--- src/rtl/shift_pkg.sv ---
// Shared definitions for the iterative shift unit: op encodings, FSM states
// and default datapath sizes.
package shift_pkg;

  localparam int WIDTH_DEF   = 32;
  localparam int SHAMT_W_DEF = 5;

  typedef logic [1:0] shift_op_t;
  typedef logic [1:0] state_t;

  localparam shift_op_t SH_SLL = 2'b00;
  localparam shift_op_t SH_SRL = 2'b01;
  localparam shift_op_t SH_SRA = 2'b10;
  localparam shift_op_t SH_SLA = 2'b11;

  localparam state_t IDLE  = 2'd0;
  localparam state_t SHIFT = 2'd1;
  localparam state_t DONE  = 2'd2;

endpackage

--- src/rtl/iter_shift_unit_if.sv ---
// Issue/writeback bundle between decode and the iterative shift unit.
// The ovf signal exists only when SHIFT_OVF_EN is defined.
interface iter_shift_unit_if import shift_pkg::*; #(
  parameter int WIDTH   = WIDTH_DEF,
  parameter int SHAMT_W = SHAMT_W_DEF
);

  logic               start;
  shift_op_t          op;
  logic [WIDTH-1:0]   operand;
  logic [SHAMT_W-1:0] shamt;
  logic               busy;
  logic               done;
  logic [WIDTH-1:0]   result;
`ifdef SHIFT_OVF_EN
  logic               ovf;
`endif

  modport master (
    output start, op, operand, shamt,
`ifdef SHIFT_OVF_EN
    input  ovf,
`endif
    input  busy, done, result
  );

  modport slave (
    input  start, op, operand, shamt,
`ifdef SHIFT_OVF_EN
    output ovf,
`endif
    output busy, done, result
  );

endinterface

--- src/rtl/shift_step.sv ---
// Single-bit shift step for one op; purely combinational.
module shift_step import shift_pkg::*; #(
  parameter int WIDTH = WIDTH_DEF
) (
  input  logic [WIDTH-1:0] data_i,
  input  shift_op_t        op_i,
  output logic [WIDTH-1:0] data_o
);

  always_comb begin
    data_o = data_i;
    case (op_i)
      SH_SLL:  data_o = {data_i[WIDTH-2:0], 1'b0};
      SH_SRL:  data_o = {1'b0, data_i[WIDTH-1:1]};
      SH_SRA:  data_o = {data_i[WIDTH-1], data_i[WIDTH-1:1]};
      // sign kept, bit W-2 falls out
      SH_SLA:  data_o = {data_i[WIDTH-1], data_i[WIDTH-3:0], 1'b0};
      default: data_o = data_i;
    endcase
  end

endmodule

--- src/rtl/iter_shift_unit.sv ---
// Multi-cycle shifter: one shift step per clock until shamt is used up.
// Define SHIFT_OVF_EN to add the sticky SLA overflow flag (ovf).
module iter_shift_unit import shift_pkg::*; #(
  parameter int WIDTH   = WIDTH_DEF,
  parameter int SHAMT_W = SHAMT_W_DEF
) (
  input  logic           clk,
  input  logic           rst_n,
  iter_shift_unit_if.slave bus
);

  state_t             state_q, state_d;
  shift_op_t          op_q;
  logic [WIDTH-1:0]   work_q;
  logic [WIDTH-1:0]   result_q;
  logic [SHAMT_W-1:0] count_q;
  logic [WIDTH-1:0]   step_out;
  logic               accept;
  logic               last_step;

  assign accept    = (state_q == IDLE) && bus.start;
  assign last_step = (state_q == SHIFT) && (count_q == SHAMT_W'(1));

  shift_step #(.WIDTH(WIDTH)) u_step (
    .data_i (work_q),
    .op_i   (op_q),
    .data_o (step_out)
  );

  always_comb begin
    state_d = state_q;
    case (state_q)
      IDLE:    if (bus.start) state_d = (bus.shamt == '0) ? DONE : SHIFT;
      SHIFT:   if (last_step) state_d = DONE;
      DONE:    state_d = IDLE;
      default: state_d = IDLE;
    endcase
  end

  // result only moves on the edge that enters DONE, so it is stable otherwise
  always_ff @(posedge clk) begin
    if (!rst_n) begin
      state_q  <= IDLE;
      op_q     <= SH_SLL;
      work_q   <= '0;
      result_q <= '0;
      count_q  <= '0;
    end else begin
      state_q <= state_d;
      if (accept) begin
        op_q    <= bus.op;
        work_q  <= bus.operand;
        count_q <= bus.shamt;
        if (bus.shamt == '0) result_q <= bus.operand;
      end else if (state_q == SHIFT) begin
        work_q  <= step_out;
        count_q <= count_q - SHAMT_W'(1);
        if (last_step) result_q <= step_out;
      end
    end
  end

`ifdef SHIFT_OVF_EN
  logic ovf_q;

  always_ff @(posedge clk) begin
    if (!rst_n) begin
      ovf_q <= 1'b0;
    end else if (accept) begin
      ovf_q <= 1'b0;
    end else if ((state_q == SHIFT) && (op_q == SH_SLA) &&
                 (work_q[WIDTH-1] != work_q[WIDTH-2])) begin
      ovf_q <= 1'b1;
    end
  end

  assign bus.ovf = ovf_q;
`endif

  assign bus.busy   = (state_q != IDLE);
  assign bus.done   = (state_q == DONE);
  assign bus.result = result_q;

endmodule

--- src/flat_wrapper.sv ---
// flat-port wrapper written by rule: the top's interface ports become plain ports
module iter_shift_unit_flat import shift_pkg::*;
#(
  parameter int WIDTH   = WIDTH_DEF,
  parameter int SHAMT_W = SHAMT_W_DEF
)
  (clk, rst_n, bus_start, bus_op, bus_operand, bus_shamt, bus_busy, bus_done, bus_result);
  iter_shift_unit_if #(.WIDTH(WIDTH), .SHAMT_W(SHAMT_W)) bus_i ();
  input  logic clk;
  input  logic rst_n;
  input wire logic [$bits(bus_i.start)-1:0] bus_start;
  input wire logic [$bits(bus_i.op)-1:0] bus_op;
  input wire logic [$bits(bus_i.operand)-1:0] bus_operand;
  input wire logic [$bits(bus_i.shamt)-1:0] bus_shamt;
  output wire logic [$bits(bus_i.busy)-1:0] bus_busy;
  output wire logic [$bits(bus_i.done)-1:0] bus_done;
  output wire logic [$bits(bus_i.result)-1:0] bus_result;
  assign bus_i.start = bus_start;
  assign bus_i.op = bus_op;
  assign bus_i.operand = bus_operand;
  assign bus_i.shamt = bus_shamt;
  assign bus_busy = bus_i.busy;
  assign bus_done = bus_i.done;
  assign bus_result = bus_i.result;
  iter_shift_unit #(.WIDTH(WIDTH), .SHAMT_W(SHAMT_W)) u_core (.clk(clk), .rst_n(rst_n), .bus(bus_i));
endmodule
--- config.mk ---
export PLATFORM = sky130hd
export DESIGN_NAME = iter_shift_unit_flat
export DESIGN_NICKNAME = d
export VERILOG_FILES = /design/src/rtl/shift_pkg.sv /design/src/rtl/iter_shift_unit_if.sv /design/src/rtl/shift_step.sv /design/src/rtl/iter_shift_unit.sv /design/src/flat_wrapper.sv
export SDC_FILE = /design/constraint.sdc
export NUM_CORES = 1
export LEC_CHECK = 0
export BUFFER_PORTS_ARGS = -buffer_cell sky130_fd_sc_hd__buf_2
export CELL_PAD_IN_SITES_DETAIL_PLACEMENT = 1
export CELL_PAD_IN_SITES_GLOBAL_PLACEMENT = 2
export CORE_ASPECT_RATIO = 1.4
export CORE_MARGIN = 4
export CORE_UTILIZATION = 31
export CTS_BUF_LIST = sky130_fd_sc_hd__clkbuf_16
export CTS_CLUSTER_DIAMETER = 120
export CTS_CLUSTER_SIZE = 24
export DETAILED_ROUTE_END_ITERATION = 10
export PLACE_DENSITY_LB_ADDON = 0.1
export SYNTH_ARGS = -nofsm -noshare
export SYNTH_HDL_FRONTEND = slang
export SYNTH_HIERARCHICAL = 1
export SYNTH_SLANG_ARGS = --single-unit
--- constraint.sdc ---
create_clock -name clk -period 1.7 [get_ports clk]
set_input_delay 0.255 -clock clk [delete_from_list [all_inputs] [get_ports clk]]
set_output_delay 0.255 -clock clk [all_outputs]
set_load 0.01 [all_outputs]
==> results of run 1 <==
[cell families after synthesis]
logic type                 count (synthesis)
and+or+nand+nor                           89
AOI/OAI and AO/OA                         88
DFF                                       73
muxes                                     62
buffers and inverters                     35
adders and majority gates                  2
xor gates and xnor gates                   1
[cell usage after synthesis (3+ instances only)]
| cell type | n | share of area |
|---|---|---|
| nand2_1 | 70 | 0.071 |
| o21ai_0 | 4 | 0.0054 |
| o211a_1 | 64 | 0.17 |
| a21boi_0 | 7 | 0.014 |
| a21oi_1 | 3 | 0.0041 |
| dfxtp_1 | 73 | 0.40 |
| mux2i_1 | 32 | 0.087 |
| nor2_1 | 6 | 0.0061 |
| buf_6 | 9 | 0.027 |
| a32oi_1 | 4 | 0.0095 |
| inv_1 | 5 | 0.0051 |
| nor2b_1 | 4 | 0.0068 |
| mux2_4 | 29 | 0.12 |
| clkbuf_1 | 18 | 0.018 |
[routing by layer]
metal  wire length (µm)  vias up  global-route usage
met4                216        0              0.0757
li1                   -     1465                   -
met2               5680       52               0.261
met3                329       12              0.0240
met1               4580     1484               0.178
met5                  0        -                   0
[cell type report]
type,instances,area (µm²)
fill,1290,6380
multi-input combinational,242,2310
sequential,73,1470
timing repair buffer,114,893
clock buffer,9,225
tap,144,180
clock inverter,7,28.8
inverter,5,18.8
[per-stage QoR]
stage | util | cells
2_1_floorplan | - | 350
3_3_place_gp | 0.380 | 563
3_5_place_dp | 0.380 | 563
4_1_cts | 0.422 | 586
5_1_grt | 0.445 | 594
6_report | 0.445 | 594
[power by group]
group / total [mW] / switching (mW) / internal, mW / leakage (nW)
Combinational: 1.42 / 0.628 / 0.791 / 2.12
Sequential: 1.98 / 0.117 / 1.86 / 0.600
Clock: 1.66 / 0.708 / 0.956 / 0.130
[worst max path at each step]
stage / end / slack [ns] / from / depth (start not counted)
detailed placement: u_core/bus.result[21] / -0.11 / bus_shamt[3] / 6
CTS: u_core/bus.result[26] / -0.04 / u_core/count_q[1] / 7
finish: u_core/bus.result[26] / -0.04 / u_core/state_q[0] / 5
global placement: u_core/bus.result[13] / -0.1 / bus_shamt[3] / 6
global route: u_core/bus.result[8] / -0.13 / u_core/count_q[1] / 7
floorplan: u_core/bus.result[23] / -0.006 / u_core/count_q[1] / 7
[what timing repair did]
item	4_1_cts	5_1_grt
pin swaps	2	14
cloned	3	6
endpoints found under the setup margin	38	63
gates resized for setup	23	36
buffers inserted	4	5
[critical path, delay by kind of cell, from the launching register on]
family,cells,cell delay [ns]
AND/OR/NAND/NOR,1,0.42
AO/OA/AOI/OAI,2,0.51
flip-flops,1,0.38
buffers and inverters,2,0.37
[sequential cells by signal, indices dropped and copies added (netlist names)]
register	count
u_core/state_q	2
u_core/work_q	32
u_core/op_q	2
u_core/bus.result	32
u_core/count_q	5
==> metrics.cfg, run 1 <==
[status]
run_status = finished with violations
failed_checks = setup timing

[die]
start_util = 0.321
die_w_um = 100
number_of_top_level_pins = 76
die_ar_mm2 = 0.0137
die_h_um = 137
core.rowCount = 46
fp.coreArea_mm2 = 0.0115

[routing]
routedWlPerCell_um = 18.2
dr.pass1.iters = 4
detailedRoute.firstIterationViolations = 57
viasPerCell = 5.07
drtAntennaViolNets = 0
drc = 0
route.vias.total = 3013
finalWirelength_mm = 10.8

[logic_synthesis]
post_synth_net_total = 394
yosysWarnings = 6
share_of_synthesized_flip_flops_with_an_asynchronous_set_or_reset = 0
synth.ff_latch_count = 73
ys_seq_area_frac = 0.396
postSynthAreaPerCell_um2 = 10.5
synthFlopType = dfxtp_1
synth.distinct_cells = 32
yosys.area_share.simple = 0.104
post_synth_instance_area_mm2 = 0.00369
yosys-mux-area-fraction = 0.208
synth-compound-area-share = 0.225
post_syn_instances = 350
synth_edf_count = 0
synthAdderAreaFrac = 0.00678
post_synth_xor_area_fraction = 0.00441
synth_top_family_by_area = compound AO/OA/AOI/OAI gates

[critical_path]
crit_path_max_incr_delay_ns = 0.42
regToRegStartpoint = u_core/state_q[0]
r2r-end = u_core/bus.result[26]
reg2reg_setup_slack_ns = -0.04
required_ns = 1.98
cp_data_arrival_time_ns = 2.02
cpMaxStageDelayCell = or3b_4
crit_path_start_kind = flop
crit_fanout = 6
timing.critical_path.to_type = flop
worst_r2r_path_depth = 5
path_class = reg -> reg
series_of_cell_instances_along_the_critical_path = or3b_4, o32ai_4, buf_6, clkbuf_16, o211a_1

[sta]
report.final.slew_viol_count = 0
finalHoldViolCount = 0
timing.final.ws_setup_ns = -0.0408
timing_limited_maximum_frequency_mhz = 574
unrepaired_setup_endpoints_after_global_routing = true
fin_worst_skew_ns = 0.00499
setup-tns-final_ns = -0.655
max-slew-margin-rel = 0.763
max_slew.worst_pin.slew_ns = 0.355
post_route_minimum_period_ns = 1.74
hold_slack_ns = 0.198
timing.final.setup_violations = 33
layout_worst_path_cycle_share = 1.02

[placement]
placement.setup.worst_slack_ns = -0.111
gpl.final_weighted_congestion = 0.783
place.port_buffers = 75
placement.cell_area_mm2 = 0.00437
hpwl_mm = 6.35

[worst_hold_path]
hold_path_sink = u_core/op_q[1]
worstHoldPathType = in -> reg
hold_path_depth = 3
min_from = bus_op[1]

[clocking]
worst_skew_pair.late_latency_ns = 0.33
clock-root-buffer = clkbuf_16
clkSlewWorstSetupHoldPaths_ns = 0.06
clock_buffer_count_from_cts = 9
postCtsHoldBufs = 0
cts_h_tree_depth = 3
max-clock-path-buffers = 2
cts_tree = yes
clkSinkCount = 73

[layout]
layout.cells.most_common = buf_2
nets = 489
syn2layout_area_growth_pct = 38.9
post-route-cell-area_mm2 = 0.00513
n_antenna_cell = 0
layout.cells.most_common_list = buf_2, nand2_1, dfxtp_1, o211a_1, mux2_4
share_of_post_route_cells_with_drive_strength_above_1 = 0.444

[job]
drv_cap = 0

[global_routing]
antenna_found_initial = 0
number_of_global_route_vias_before_repair = 3128
wire_length_of_the_first_global_routing_pass_mm = 16.1
grt_max_degree = 74
track_usage = 0.151
globalRoute.totalOverflow = 0

[power_and_ir_drop]
leakagePower_nw = 2.85
vdd_drop_max_mv = 0.430
powerDensity_mw_per_mm2 = 988
total_power_mw = 5.06

(Power assumes the default switching activity.)
==> run 2: changes to the inputs <==
- GPL_TIMING_DRIVEN: unset -> 0
==> run 2 against run 1 <==
Against the previous run: cell area decreased by 3.5%; the run still ends with setup timing left; wire length fell by 2.9%; count of clock-buffer cells in the layout unchanged; non-clock buffer count fell by 1; total power shrank 2.5%; global-route usage increased by 0.21 points; hold slack lost 0.025 ns; core utilization decreased by 1.6 points; fmax fell by 0.28%.
==> metrics.cfg, run 2 (same netlist as run 1, synthesis figures left out) <==
[layout]
layout.cells.most_common = buf_2
nFillCells = 1324  ; +2.6%
nets = 488  ; -0.20%
share_of_post_route_cells_with_drive_strength_above_1 = 0.404  ; -0.0404
syn2layout_area_growth_pct = 34.0
n_antenna_cell = 0  ; unchanged
layout.cells.most_common_list = buf_2, nand2_1, dfxtp_1, o211a_1, mux2_4

[power_and_ir_drop]
leakagePower_nw = 2.80  ; -2.0%
power.switching_mw = 1.41  ; -2.7%
powerDensity_mw_per_mm2 = 998  ; +1.1%
clockPowerShare = 0.334  ; +0.005
power_switching_share = 0.286  ; -0.000560
total_power_mw = 4.94  ; -2.5%
p_int_mw = 3.52  ; -2.4%
share_comb_of_total_power = 0.264  ; -0.016
vdd_drop_max_mv = 0.491  ; +14%
share_of_power_burned_in_registers = 0.402  ; +0.011

[sta]
report.final.slew_viol_count = 0  ; unchanged
max-slew-margin-rel = 0.649  ; -0.114
finalHoldViolCount = 0  ; unchanged
timing_limited_maximum_frequency_mhz = 573  ; -0.28%
fin_worst_skew_ns = 0.00758  ; +0.00259 ns
max_slew.worst_pin.slew_ns = 0.527  ; +0.171 ns
post_route_minimum_period_ns = 1.75  ; +0.00492 ns
timing.final.ws_setup_ns = -0.0457  ; -0.00492 ns
unrepaired_setup_endpoints_after_global_routing = true
layout_worst_path_cycle_share = 1.03  ; +0.00290
timing.final.setup_violations = 30  ; -9.1%

[routing]
drc = 0  ; unchanged
viasPerCell = 5.05  ; -0.46%
routedWlPerCell_um = 17.7  ; -2.5%
finalWirelength_mm = 10.5  ; -2.9%
route.vias.total = 2989  ; -0.80%
dr.pass1.iters = 4  ; unchanged
detailedRoute.firstIterationViolations = 81  ; +42%
drtAntennaViolNets = 0  ; unchanged

[clocking]
clock_buffer_count_from_cts = 9  ; unchanged
worst_skew_pair.late_latency_ns = 0.33  ; about the same
cts_h_tree_depth = 3  ; unchanged
clock-root-buffer = clkbuf_16
clkSinkCount = 73  ; unchanged
cts_tree = yes
clkSlewWorstSetupHoldPaths_ns = 0.06  ; about the same
max-clock-path-buffers = 2  ; unchanged

[critical_path]
timing.critical_path.to_type = flop
crit_fanout = 10  ; +4
path_class = reg -> reg
crit_path_start_kind = flop
required_ns = 1.93  ; -0.05 ns
cp_data_arrival_time_ns = 1.97  ; -0.05 ns

[placement]
placement.setup.worst_slack_ns = -0.431  ; -0.320 ns
hpwl_mm = 7.20  ; +13%
place.port_buffers = 74  ; -1.3%
gpl.final_weighted_congestion = 0.734  ; -6.3%

[global_routing]
globalRoute.totalOverflow = 0  ; unchanged
grt_max_degree = 11  ; -85%
number_of_global_route_vias_before_repair = 3113  ; -0.48%
wire_length_of_the_first_global_routing_pass_mm = 16.2  ; +1.0%
track_usage = 0.153  ; +0.00206
antenna_found_initial = 0  ; unchanged

[die]
die_w_um = 100  ; unchanged
die_ar_mm2 = 0.0137  ; unchanged
fp.coreArea_mm2 = 0.0115  ; unchanged
start_util = 0.321  ; unchanged
core.rowCount = 46  ; unchanged
number_of_top_level_pins = 76  ; unchanged
die_h_um = 137  ; unchanged

[job]
drv_cap = 0  ; unchanged

[worst_hold_path]
worstHoldPathType = in -> reg

[status]
failed_checks = setup timing
run_status = finished with violations

[run 2: changes by cell type in the layout (fill, tap and decap cells not counted), sizes merged]
cell and change:
buf -17, clkbuf +16, clkinv -5, inv +4
[run 2: layout make-up]
cell class	count	area, µm²	area share
multi-input combinational	242	2250	0.455
sequential	73	1470	0.297
clock inverter	6	22.5	0.00455
clock buffer	9	225	0.0455
buffer	30	263	0.0531
tap	144	180	0.0364
timing repair buffer	83	515	0.104
inverter	5	18.8	0.00379
[run 2: through the flow]
step / TNS (ns) / utilization / hold WS [ns] / std cells / instance area (µm²)
after floorplan: -0.159 / - / 0.400 / 350 / 3710
after global placement: -20.52 / 0.370 / 0.476 / 568 / 4260
after detailed placement: -20.54 / 0.370 / 0.482 / 568 / 4260
after CTS: -1.40 / 0.402 / 0.160 / 586 / 4630
after global routing: -3.45 / 0.430 / 0.182 / 592 / 4950
final: -1.00 / 0.430 / 0.173 / 592 / 4950
[run 2: power by group through the flow]
stage | clock [mW] | sequential [mW] | combinational (mW)
final | 1.65 | 1.98 | 1.30
after global routing | 1.78 | 2.00 | 1.42
after detailed placement | 0 | 2.02 | 1.04
after floorplan | 0 | 2.00 | 0.762
after global placement | 0 | 2.01 | 1.03
after CTS | 1.72 | 1.98 | 1.10
[run 2: what timing repair did]
item	in CTS	in global routing
gates cloned	0	3
setup endpoints to repair	64	62
pin swaps	2	1
hold buffers	0	0
buffers inserted	3	3
gates resized for setup	25	46
[run 2: metal layers]
layer	wire length (µm)	track usage
met1	4730	0.188
met4	138	0.0562
met5	0	0
met2	5260	0.260
met3	364	0.0342
[run 2: worst paths after layout]
| path | from | endpoint | slack [ns] | cells past startpoint |
|---|---|---|---|---|
| worst max register to register | u_core/count_q[1] | u_core/bus.result[25] | -0.05 | 8 |
| worst min-delay path | bus_op[0] | u_core/op_q[0] | 0.17 | 3 |
| worst max-delay path | u_core/count_q[1] | u_core/bus.result[25] | -0.05 | 8 |
| worst min register to register | u_core/bus.result[30] | u_core/bus.result[30] | 0.49 | 1 |
[run 2: critical path, stage by stage, from the launching register on]
cell and delay (ns):
dfxtp_2 0.33, inv_2 0.07, ha_4 0.12, or4b_4 0.48, o32ai_4 0.13, buf_12 0.18
buf_12 0.13, nand2_1 0.06, o211a_1 0.13
==> run 3: changes to the inputs <==
- RECOVER_POWER: unset -> 25
- SKIP_CTS_REPAIR_TIMING: unset -> 1
==> run 3 against run 2 <==
Against the previous run: the flow still finishes with violations (setup timing); via count is essentially flat; clock power hardly changed; critical path depth did not move; non-clock buffer count is the same; sequential share of layout area increased by 0.11 points; first-iteration DRC count up 16%; cell area is 0.35% lower; setup slack worse by 0.058 ns; die area unchanged; count of clock-buffer cells in the layout did not move; final cell count unchanged; flip-flop and latch count unchanged; critical path type unchanged; largest cell class unchanged.
==> metrics.cfg, run 3 (same netlist as run 1, synthesis figures left out) <==
[status]
run_status = finished with violations
failed_checks = setup timing

[critical_path]
crit_path_start_kind = flop
worstSetupEndpoint = u_core/bus.result[5]
reg2reg_setup_slack_ns = -0.10  ; -0.06 ns
cpMaxStageDelayCell = or4b_4
required_ns = 1.98  ; +0.05 ns
path_class = reg -> reg
worstSetupStartpoint = u_core/count_q[1]
r2r-end = u_core/bus.result[5]
crit_path_max_incr_delay_ns = 0.48  ; about the same
crit_fanout = 10  ; unchanged
series_of_cell_instances_along_the_critical_path = inv_2, ha_4, or4b_4, o32ai_4, buf_12, buf_4, buf_8, o211a_1
timing.critical_path.to_type = flop
cp_data_arrival_time_ns = 2.08  ; +0.11 ns
regToRegStartpoint = u_core/count_q[1]
worst_r2r_path_depth = 8  ; unchanged

[sta]
unrepaired_setup_endpoints_after_global_routing = true
report.final.slew_viol_count = 0  ; unchanged
setup-tns-final_ns = -2.42  ; -1.42 ns
post_route_minimum_period_ns = 1.80  ; +0.0579 ns
finalHoldViolCount = 0  ; unchanged
timing.final.ws_setup_ns = -0.104  ; -0.0579 ns
timing.final.setup_violations = 30  ; unchanged
hold_slack_ns = 0.172  ; -0.000917 ns
max_slew.worst_pin.slew_ns = 0.521  ; -0.00557 ns
fin_worst_skew_ns = 0.00738  ; -0.000197 ns
layout_worst_path_cycle_share = 1.06  ; +0.0341
max-slew-margin-rel = 0.653  ; +0.00371
timing_limited_maximum_frequency_mhz = 554  ; -3.2%

[clocking]
clock_buffer_count_from_cts = 9  ; unchanged
max-clock-path-buffers = 2  ; unchanged
worst_skew_pair.late_latency_ns = 0.33  ; about the same
clock-root-buffer = clkbuf_16
cts_tree = yes
clkSlewWorstSetupHoldPaths_ns = 0.06  ; about the same
clkSinkCount = 73  ; unchanged
cts_h_tree_depth = 3  ; unchanged

[routing]
routedWlPerCell_um = 18.0  ; +1.3%
drc = 0  ; unchanged
dr.pass1.iters = 4  ; unchanged
finalWirelength_mm = 10.6  ; +1.3%
viasPerCell = 5.05  ; about the same
route.vias.total = 2991  ; +0.067%
detailedRoute.firstIterationViolations = 94  ; +16%
drtAntennaViolNets = 0  ; unchanged

[layout]
n_antenna_cell = 0  ; unchanged
layout.cells.most_common = nand2_1
post-route-cell-area_mm2 = 0.00493  ; -0.35%
share_of_post_route_cells_with_drive_strength_above_1 = 0.384  ; -0.0201
syn2layout_area_growth_pct = 33.6
nets = 488  ; unchanged
postLayoutCoreUtil = 0.428  ; -0.00152
layout.cells.most_common_list = nand2_1, dfxtp_1, o211a_1, buf_2, mux2_4

[placement]
placement.cell_area_mm2 = 0.00426  ; unchanged
gpl.final_weighted_congestion = 0.734  ; unchanged
place.port_buffers = 74  ; unchanged
hpwl_mm = 7.20  ; unchanged

[global_routing]
antenna_found_initial = 0  ; unchanged
wire_length_of_the_first_global_routing_pass_mm = 16.1  ; -0.81%
track_usage = 0.152  ; -0.000846
number_of_global_route_vias_before_repair = 3091  ; -0.71%
globalRoute.totalOverflow = 0  ; unchanged
grt_max_degree = 11  ; unchanged

[die]
die_w_um = 100  ; unchanged
core.rowCount = 46  ; unchanged
die_h_um = 137  ; unchanged
die_ar_mm2 = 0.0137  ; unchanged
number_of_top_level_pins = 76  ; unchanged
start_util = 0.321  ; unchanged
fp.coreArea_mm2 = 0.0115  ; unchanged

[power_and_ir_drop]
clockPowerShare = 0.334  ; about the same
power_switching_share = 0.287  ; +0.000377
power.switching_mw = 1.42  ; +0.16%
share_of_power_burned_in_registers = 0.402  ; about the same
vdd_drop_max_mv = 0.513  ; +4.3%
p_int_mw = 3.52  ; about the same
powerDensity_mw_per_mm2 = 1000  ; +0.38%
share_comb_of_total_power = 0.264  ; about the same
leakagePower_nw = 2.74  ; -2.1%

[worst_hold_path]
worstHoldPathType = in -> reg
hold_path_depth = 3  ; unchanged

[job]
drv_cap = 0  ; unchanged

-- run 3: power by group through the flow --
stage                     registers (mW)  logic, mW  clock network [mW]
final                               1.98       1.31                1.65
after global routing                2.00       1.42                1.78
after CTS                           1.98       1.05                1.72
after detailed placement            2.02       1.04                   0
after global placement              2.01       1.03                   0
after floorplan                     2.00      0.762                   0
-- run 3: worst min-delay path by stage --
stage | from | to | slack [ns]
after detailed placement | u_core/bus.result[26] | u_core/bus.result[26] | 0.48
final | bus_op[1] | u_core/op_q[1] | 0.17
after CTS | bus_op[0] | u_core/op_q[0] | 0.17
after global routing | bus_op[0] | u_core/op_q[0] | 0.18
after global placement | u_core/bus.result[27] | u_core/bus.result[27] | 0.48
after floorplan | bus_op[1] | u_core/op_q[1] | 0.40
-- run 3: worst max-delay path: cells and delay by family (launching register included) --
family / cells / cell delay [ns]
buf+inv: 4 / 0.49
simple gates: 1 / 0.48
flops: 1 / 0.33
compound gates: 2 / 0.30
fa+ha+maj: 1 / 0.12
-- run 3: layout make-up --
class | count | area [µm²]
buffer | 30 | 267
clock buffer | 9 | 225
clock inverter | 6 | 22.5
fill | 1328 | 6580
timing repair buffer | 83 | 500
multi-input combinational | 242 | 2240
sequential | 73 | 1470
inverter | 5 | 18.8
tap | 144 | 180
-- run 3: metrics by stage --
step / setup slack (ns) / power (mW) / cells
after floorplan: -0.00600 / 2.76 / 350
final: -0.104 / 4.94 / 592
after global placement: -0.434 / 3.04 / 568
after global routing: -0.161 / 5.20 / 592
after CTS: -0.362 / 4.75 / 583
after detailed placement: -0.431 / 3.06 / 568
-- run 3: metal layers --
| metal | global-route usage | vias up | wire [µm] |
|---|---|---|---|
| met5 | 0 | - | 0 |
| met4 | 0.0562 | 0 | 140 |
| met3 | 0.0342 | 8 | 380 |
| met2 | 0.256 | 56 | 5290 |
| met1 | 0.188 | 1461 | 4820 |
| li1 | - | 1466 | - |
